[src/rtl/mem_access_unit.sv]
// Data-memory access unit for the MEM stage.
// Runs an IDLE -> BUSY -> DONE handshake against a ready-based memory,
// formats load data into ReadData, aligns store data and byte enables,
// flags misaligned accesses and bounds the wait for mem_ready with a timeout.
module mem_access_unit #(
  parameter int unsigned DATA_W    = 32,
  parameter int unsigned DM_ADDR_W = 9,
  parameter int unsigned TIMEOUT   = 15
) (
  input  logic                 clk,
  input  logic                 reset,
  input  logic                 valid,
  input  logic                 MemRead,
  input  logic                 MemWrite,
  input  logic [2:0]           Funct3,
  input  logic [DATA_W-1:0]    ALUResult_EXMEM,
  input  logic [DATA_W-1:0]    WriteData,
  output logic                 mem_req,
  output logic                 mem_we,
  output logic [DM_ADDR_W-1:0] mem_addr,
  output logic [3:0]           mem_be,
  output logic [DATA_W-1:0]    mem_wdata,
  input  logic [DATA_W-1:0]    mem_rdata,
  input  logic                 mem_ready,
  output logic [DATA_W-1:0]    ReadData,
  output logic                 Stall,
  output logic                 misalign,
  output logic                 mem_err
);

  localparam int unsigned CNT_W = (TIMEOUT < 1) ? 1 : $clog2(TIMEOUT + 1);

  typedef enum logic [1:0] {
    S_IDLE,
    S_BUSY,
    S_DONE
  } state_e;

  typedef enum logic [1:0] {
    SZ_B,
    SZ_H,
    SZ_W
  } size_e;

  state_e                 state_q, state_d;
  logic [CNT_W-1:0]       cnt_q, cnt_d;
  logic [DATA_W-1:0]      rdata_q, rdata_d;

  // Request attributes captured on acceptance so the bus stays stable in BUSY
  logic [DM_ADDR_W-1:0]   addr_q;
  logic [3:0]             be_q;
  logic [DATA_W-1:0]      wdata_q;
  logic                   store_q;
  logic [2:0]             f3_q;
  logic [1:0]             off_q;
  logic                   capture;

  logic                   access_req;
  logic                   is_store;
  size_e                  size_c;
  logic [1:0]             off_c;
  logic                   misaligned_c;
  logic [DM_ADDR_W-1:0]   addr_c;
  logic [3:0]             be_c;
  logic [DATA_W-1:0]      wdata_c;
  logic [7:0]             byte_sel;
  logic [15:0]            half_sel;
  logic [DATA_W-1:0]      load_fmt;

  // Address bits above the word address and below it are not part of mem_addr
  logic                   unused_addr_bits;
  assign unused_addr_bits = ^ALUResult_EXMEM[DATA_W-1:DM_ADDR_W+2];

  assign access_req = valid & (MemRead | MemWrite);
  // MemRead wins when both controls are high
  assign is_store   = MemWrite & ~MemRead;
  assign off_c      = ALUResult_EXMEM[1:0];
  assign addr_c     = ALUResult_EXMEM[DM_ADDR_W+1:2];

  // Access size from Funct3; unused encodings behave as a word access
  always_comb begin
    case (Funct3)
      3'b000, 3'b100: size_c = SZ_B;
      3'b001, 3'b101: size_c = SZ_H;
      default:        size_c = SZ_W;
    endcase
  end

  // Alignment check, byte enables and lane-replicated store data
  always_comb begin
    misaligned_c = 1'b0;
    be_c         = 4'b1111;
    wdata_c      = '0;
    case (size_c)
      SZ_H:    misaligned_c = off_c[0];
      SZ_W:    misaligned_c = (off_c != 2'b00);
      default: misaligned_c = 1'b0;
    endcase
    if (is_store) begin
      case (size_c)
        SZ_B: begin
          be_c    = 4'b0001 << off_c;
          wdata_c = {4{WriteData[7:0]}};
        end
        SZ_H: begin
          be_c    = 4'b0011 << off_c;
          wdata_c = {2{WriteData[15:0]}};
        end
        default: begin
          be_c    = 4'b1111;
          wdata_c = WriteData;
        end
      endcase
    end
  end

  // Load formatting: lane select by the captured offset, then extend
  always_comb begin
    byte_sel = mem_rdata[{off_q, 3'b000} +: 8];
    half_sel = off_q[1] ? mem_rdata[31:16] : mem_rdata[15:0];
    case (f3_q)
      3'b000:  load_fmt = {{24{byte_sel[7]}}, byte_sel};
      3'b100:  load_fmt = {24'h000000, byte_sel};
      3'b001:  load_fmt = {{16{half_sel[15]}}, half_sel};
      3'b101:  load_fmt = {16'h0000, half_sel};
      default: load_fmt = mem_rdata;
    endcase
  end

  // Next-state and output logic; every output is forced low while reset is held
  always_comb begin
    state_d   = state_q;
    cnt_d     = cnt_q;
    rdata_d   = rdata_q;
    capture   = 1'b0;
    mem_req   = 1'b0;
    mem_we    = 1'b0;
    mem_addr  = '0;
    mem_be    = '0;
    mem_wdata = '0;
    Stall     = 1'b0;
    misalign  = 1'b0;
    mem_err   = 1'b0;
    if (!reset) begin
      case (state_q)
        S_IDLE: begin
          if (access_req) begin
            if (misaligned_c) begin
              misalign = 1'b1;
            end else begin
              Stall     = 1'b1;
              capture   = 1'b1;
              cnt_d     = '0;
              state_d   = S_BUSY;
              mem_addr  = addr_c;
              mem_be    = be_c;
              mem_wdata = wdata_c;
            end
          end
        end
        S_BUSY: begin
          mem_req   = 1'b1;
          Stall     = 1'b1;
          mem_we    = store_q;
          mem_addr  = addr_q;
          mem_be    = be_q;
          mem_wdata = wdata_q;
          if (mem_ready) begin
            state_d = S_DONE;
            if (!store_q) rdata_d = load_fmt;
          end else if (cnt_q == CNT_W'(TIMEOUT)) begin
            mem_err = 1'b1;
            state_d = S_DONE;
            // A timed-out store leaves ReadData alone, like any other store
            if (!store_q) rdata_d = '0;
          end else begin
            cnt_d = cnt_q + 1'b1;
          end
        end
        S_DONE: begin
          state_d = S_IDLE;
        end
        default: begin
          state_d = S_IDLE;
        end
      endcase
    end
  end

  // State, wait counter and load result registers
  always_ff @(posedge clk or posedge reset) begin
    if (reset) begin
      state_q <= S_IDLE;
      cnt_q   <= '0;
      rdata_q <= '0;
    end else begin
      state_q <= state_d;
      cnt_q   <= cnt_d;
      rdata_q <= rdata_d;
    end
  end

  // Request capture on acceptance in IDLE
  always_ff @(posedge clk or posedge reset) begin
    if (reset) begin
      addr_q  <= '0;
      be_q    <= '0;
      wdata_q <= '0;
      store_q <= 1'b0;
      f3_q    <= '0;
      off_q   <= '0;
    end else if (capture) begin
      addr_q  <= addr_c;
      be_q    <= be_c;
      wdata_q <= wdata_c;
      store_q <= is_store;
      f3_q    <= Funct3;
      off_q   <= off_c;
    end
  end

  assign ReadData = rdata_q;

endmodule

[config.mk]
export PLATFORM = sky130hd
export DESIGN_NAME = mem_access_unit
export DESIGN_NICKNAME = d
export VERILOG_FILES = /design/src/rtl/mem_access_unit.sv
export SDC_FILE = /design/constraint.sdc
export NUM_CORES = 1
export LEC_CHECK = 0
export ABC_CLOCK_PERIOD_IN_PS = 5300
export CAP_MARGIN = 30
export CELL_PAD_IN_SITES_DETAIL_PLACEMENT = 1
export CELL_PAD_IN_SITES_GLOBAL_PLACEMENT = 1
export CORE_ASPECT_RATIO = 2
export CORE_MARGIN = 5
export CORE_UTILIZATION = 34
export DETAILED_ROUTE_END_ITERATION = 8
export HOLD_SLACK_MARGIN = 0.03
export PLACE_DENSITY_LB_ADDON = 0.25
export SLEW_MARGIN = 20
export SYNTH_ARGS = -nofsm -noshare
export SYNTH_HDL_FRONTEND = slang
export SYNTH_SLANG_ARGS = --single-unit
[constraint.sdc]
create_clock -name clk -period 5.3 [get_ports clk]
set_input_delay 0.795 -clock clk [delete_from_list [all_inputs] [get_ports clk]]
set_output_delay 0.795 -clock clk [all_outputs]
set_load 0.01 [all_outputs]
==> results.md <==
* Initial drt markers at 177
* RSZ-0062 raised after global routing: false
* Setup TNS at 0 ns
* CTS Sinks at 89
* Syn Nets at 612
* DRT Pass-1 Iters at 4
* Area leader, netlist: dfrtp_1
* Synth Register Bits at 89
* Post-route antenna net violation count at 0
* Final period utilization at 83.48%
* Leak Pwr at 3.109 nW
* Final #Nets at ~750
* Die area at 17920 µm²
* Number of CTS-inserted buffers at 9
* Overflow after GRT at 0
* Io pins at 187
* DR WL/cell at 21.78 µm
* Port bufs at approximately 170
* Post-synth top cells: dfrtp_1 (89), o21ai_0 (33), nand2_1 (32), nor2_1 (32), mux2i_1 (29)
* Max VDD drop at 193.3 µV
* Setup crit end kind: primary output
* Most used cell, CP: clkdlybuf4s50_1
* Final hold violations at 0
* PwrDens at 396.9 nW/µm²
* WP data required at between 4 and 5 ns
* Fmax at 0.2260 GHz
* Row cnt at 63
* Status: finished clean
* Post-synth EDFFs at 0
* Synthesized cell area at between 5000 and 6000 µm²
* Syn avg cell area at 10.22 µm²
* First-pass GRT wire length at around 30 mm
* Mapped Cells at 506
* Clk pin slew, worst setup/hold paths at 0.07 ns
* Chip width at 97.20 µm
* Pin count of the biggest net entering global routing at 56
* Crit path cell chain: clkdlybuf4s50_1 > or2_2 > or3_1 > buf_6 > o21ai_1 > clkdlybuf4s50_1
* Final setup viols at 0
* Worst-path fanout max at 34
* Synth Warn # at 0
* Post-CTS resize count at 0
* Core area at roughly 15000 µm²
* Worst Max-Slew Pin Slew at ~0.97 ns
* HP Class: reg2reg
* Crit path launch type: input pin
* Largest cells by area after synthesis: dfrtp_1 (43%), mux2i_1 (5.6%), a221o_1 (4.5%)
* Hold_buf cts at 0
* Area delta synth->final at 41.26%
* Yosys cell types at 53
* CTS tree: built
* HPWL after DPL at 13.89 mm
* Slowest cell on the critical path: or3_1
* Top FF cell, synth: dfrtp_1
* H-tree level count at 3
* Worst Path Arrival at 3.63 ns
* Via Count at ~4800
* GR Util All Layers at 20.74%
* Fin crit period at 4.425 ns
* CP Class: in2out
* Die height at between 150 and 200 µm
* Skew final at 0.004213 ns
* Max-slew headroom at 35.63%
* Vias per cell at 5.671
* Register Area at between 2000 and 2500 µm²
* Seq/Total Area, Yosys at 43.08%
* Placer congestion estimate at 0.8117
* Buffers & Inverters on Critical Path at 3
* Initial antenna violation count at 1
* Total power at 2.898 mW
* Drt drc at 0
* Insertion delay to the later sink of the worst-skew pair at 0.34 ns
* Final Max Slew Viols at 0
* Layout cells sized above 1 at 9.063%
* Worst path max stage delay at 0.77 ns
* Vias in the first global route at 5215
* Post-Route WL at 18.44 mm
* Critical path's top delay family: buffers and inverters
* Worst Hold Slack at 0.4853 ns
* Post-CTS Setup Inserts at 0
* Share of the synthesized area in the top cell type at 43.08%
* Multi-input gate area at 2656 µm²
* Asr flop ratio synth at between 90% and 100%
* Root buf cell: clkbuf_16
* Max_cap viols at 0
* Clock buffer depth at 2
* Most frequent cell after synthesis: dfrtp_1
* Fillers at 1637
* Initial Utilization at 34.70%
## cell type report
type	instances	area share [%]
clock buffers	9	3.084
clock inverters	7	1.936
diodes	1	0.03426
multi-input cells	355	36.37
repair buffers	177	24.00
inverters	14	0.7367
flip-flops and latches	89	30.50
well taps	195	3.341
## final timing paths
check | slack (ns) | cells past startpoint | end | from
max | 0.88 | 6 | mem_wdata[23] | reset
min | 0.49 | 1 | wdata_q[30] | wdata_q[30]
max reg2reg | 2.15 | 6 | ReadData[30] | state_q[0]
min reg2reg | 0.49 | 1 | wdata_q[30] | wdata_q[30]
max in group asynchronous | 3.17 | 4 | addr_q[7] | reset
min in group asynchronous | 1.02 | 3 | f3_q[0] | reset
## where the power goes
| part | switching, mW | total (mW) | internal (mW) |
|---|---|---|---|
| clock | 0.277 | 0.787 | 0.509 |
| combinational | 0.463 | 1.05 | 0.589 |
| sequential | 0.173 | 1.06 | 0.886 |
## worst reg2reg max path, delay by kind of cell, from the launching register on
kind / cells / cell delay (ns)
and+or+nand+nor: 4 / 1.79
buffers and inverters: 1 / 0.51
AOI/OAI and AO/OA: 1 / 0.27
DFF: 1 / 0.51
## per-stage QoR
| stage | worst slack [ns] | util (%) | cells | area [µm²] |
|---|---|---|---|---|
| 2_1_floorplan | 0.9980 | - | 506 | 5170 |
| 3_3_place_gp | 0.7902 | 46.37 | 828 | 6908 |
| 3_5_place_dp | 0.8233 | 46.54 | 830 | 6934 |
| 4_1_cts | 0.8402 | 49.00 | 846 | 7301 |
| 5_1_grt | 0.7064 | 49.02 | 847 | 7303 |
| 6_report | 0.8753 | 49.02 | 847 | 7303 |
## sequential cells by signal, summed over array words and instances, names as in the netlist
name,cells
off_q,2
store_q,1
state_q,2
wdata_q,32
ReadData,32
addr_q,9
be_q,4
cnt_q,4
f3_q,3
## cell usage in the layout (no fill, tap or decap), drive strengths merged, types with 12 or more instances in the layout
master,count
a21o,19
a21oi,16
a221o,23
a22o,18
buf,12
clkdlybuf4s50,165
dfrtp,89
inv,14
mux2,14
mux2i,29
nand2,33
nand2b,16
nor2,32
o21ai,47
o2bb2ai,23
## cells by family after synthesis
| family | count (synthesis) | share of synthesized area, % |
|---|---|---|
| mux | 51 | 12.87 |
| simple gates | 118 | 12.03 |
| compound gates | 185 | 26.14 |
| fa+ha+maj | 1 | 0.2420 |
| flops | 89 | 43.08 |
| buf+inv | 62 | 5.639 |
## metal layers
| metal | share of wire [%] | vias to the layer above | wire length, µm | GRT usage (%) |
|---|---|---|---|---|
| met5 | 0 | - | 0 | 0 |
| met4 | 3.8 | 0 | 710 | 9.786 |
| met3 | 4.7 | 31 | 859 | 4.621 |
| met2 | 55 | 168 | 10060 | 38.76 |
| met1 | 37 | 2429 | 6810 | 21.81 |
| li1 | - | 2175 | - | - |
Power figures use the tool's default switching activity.
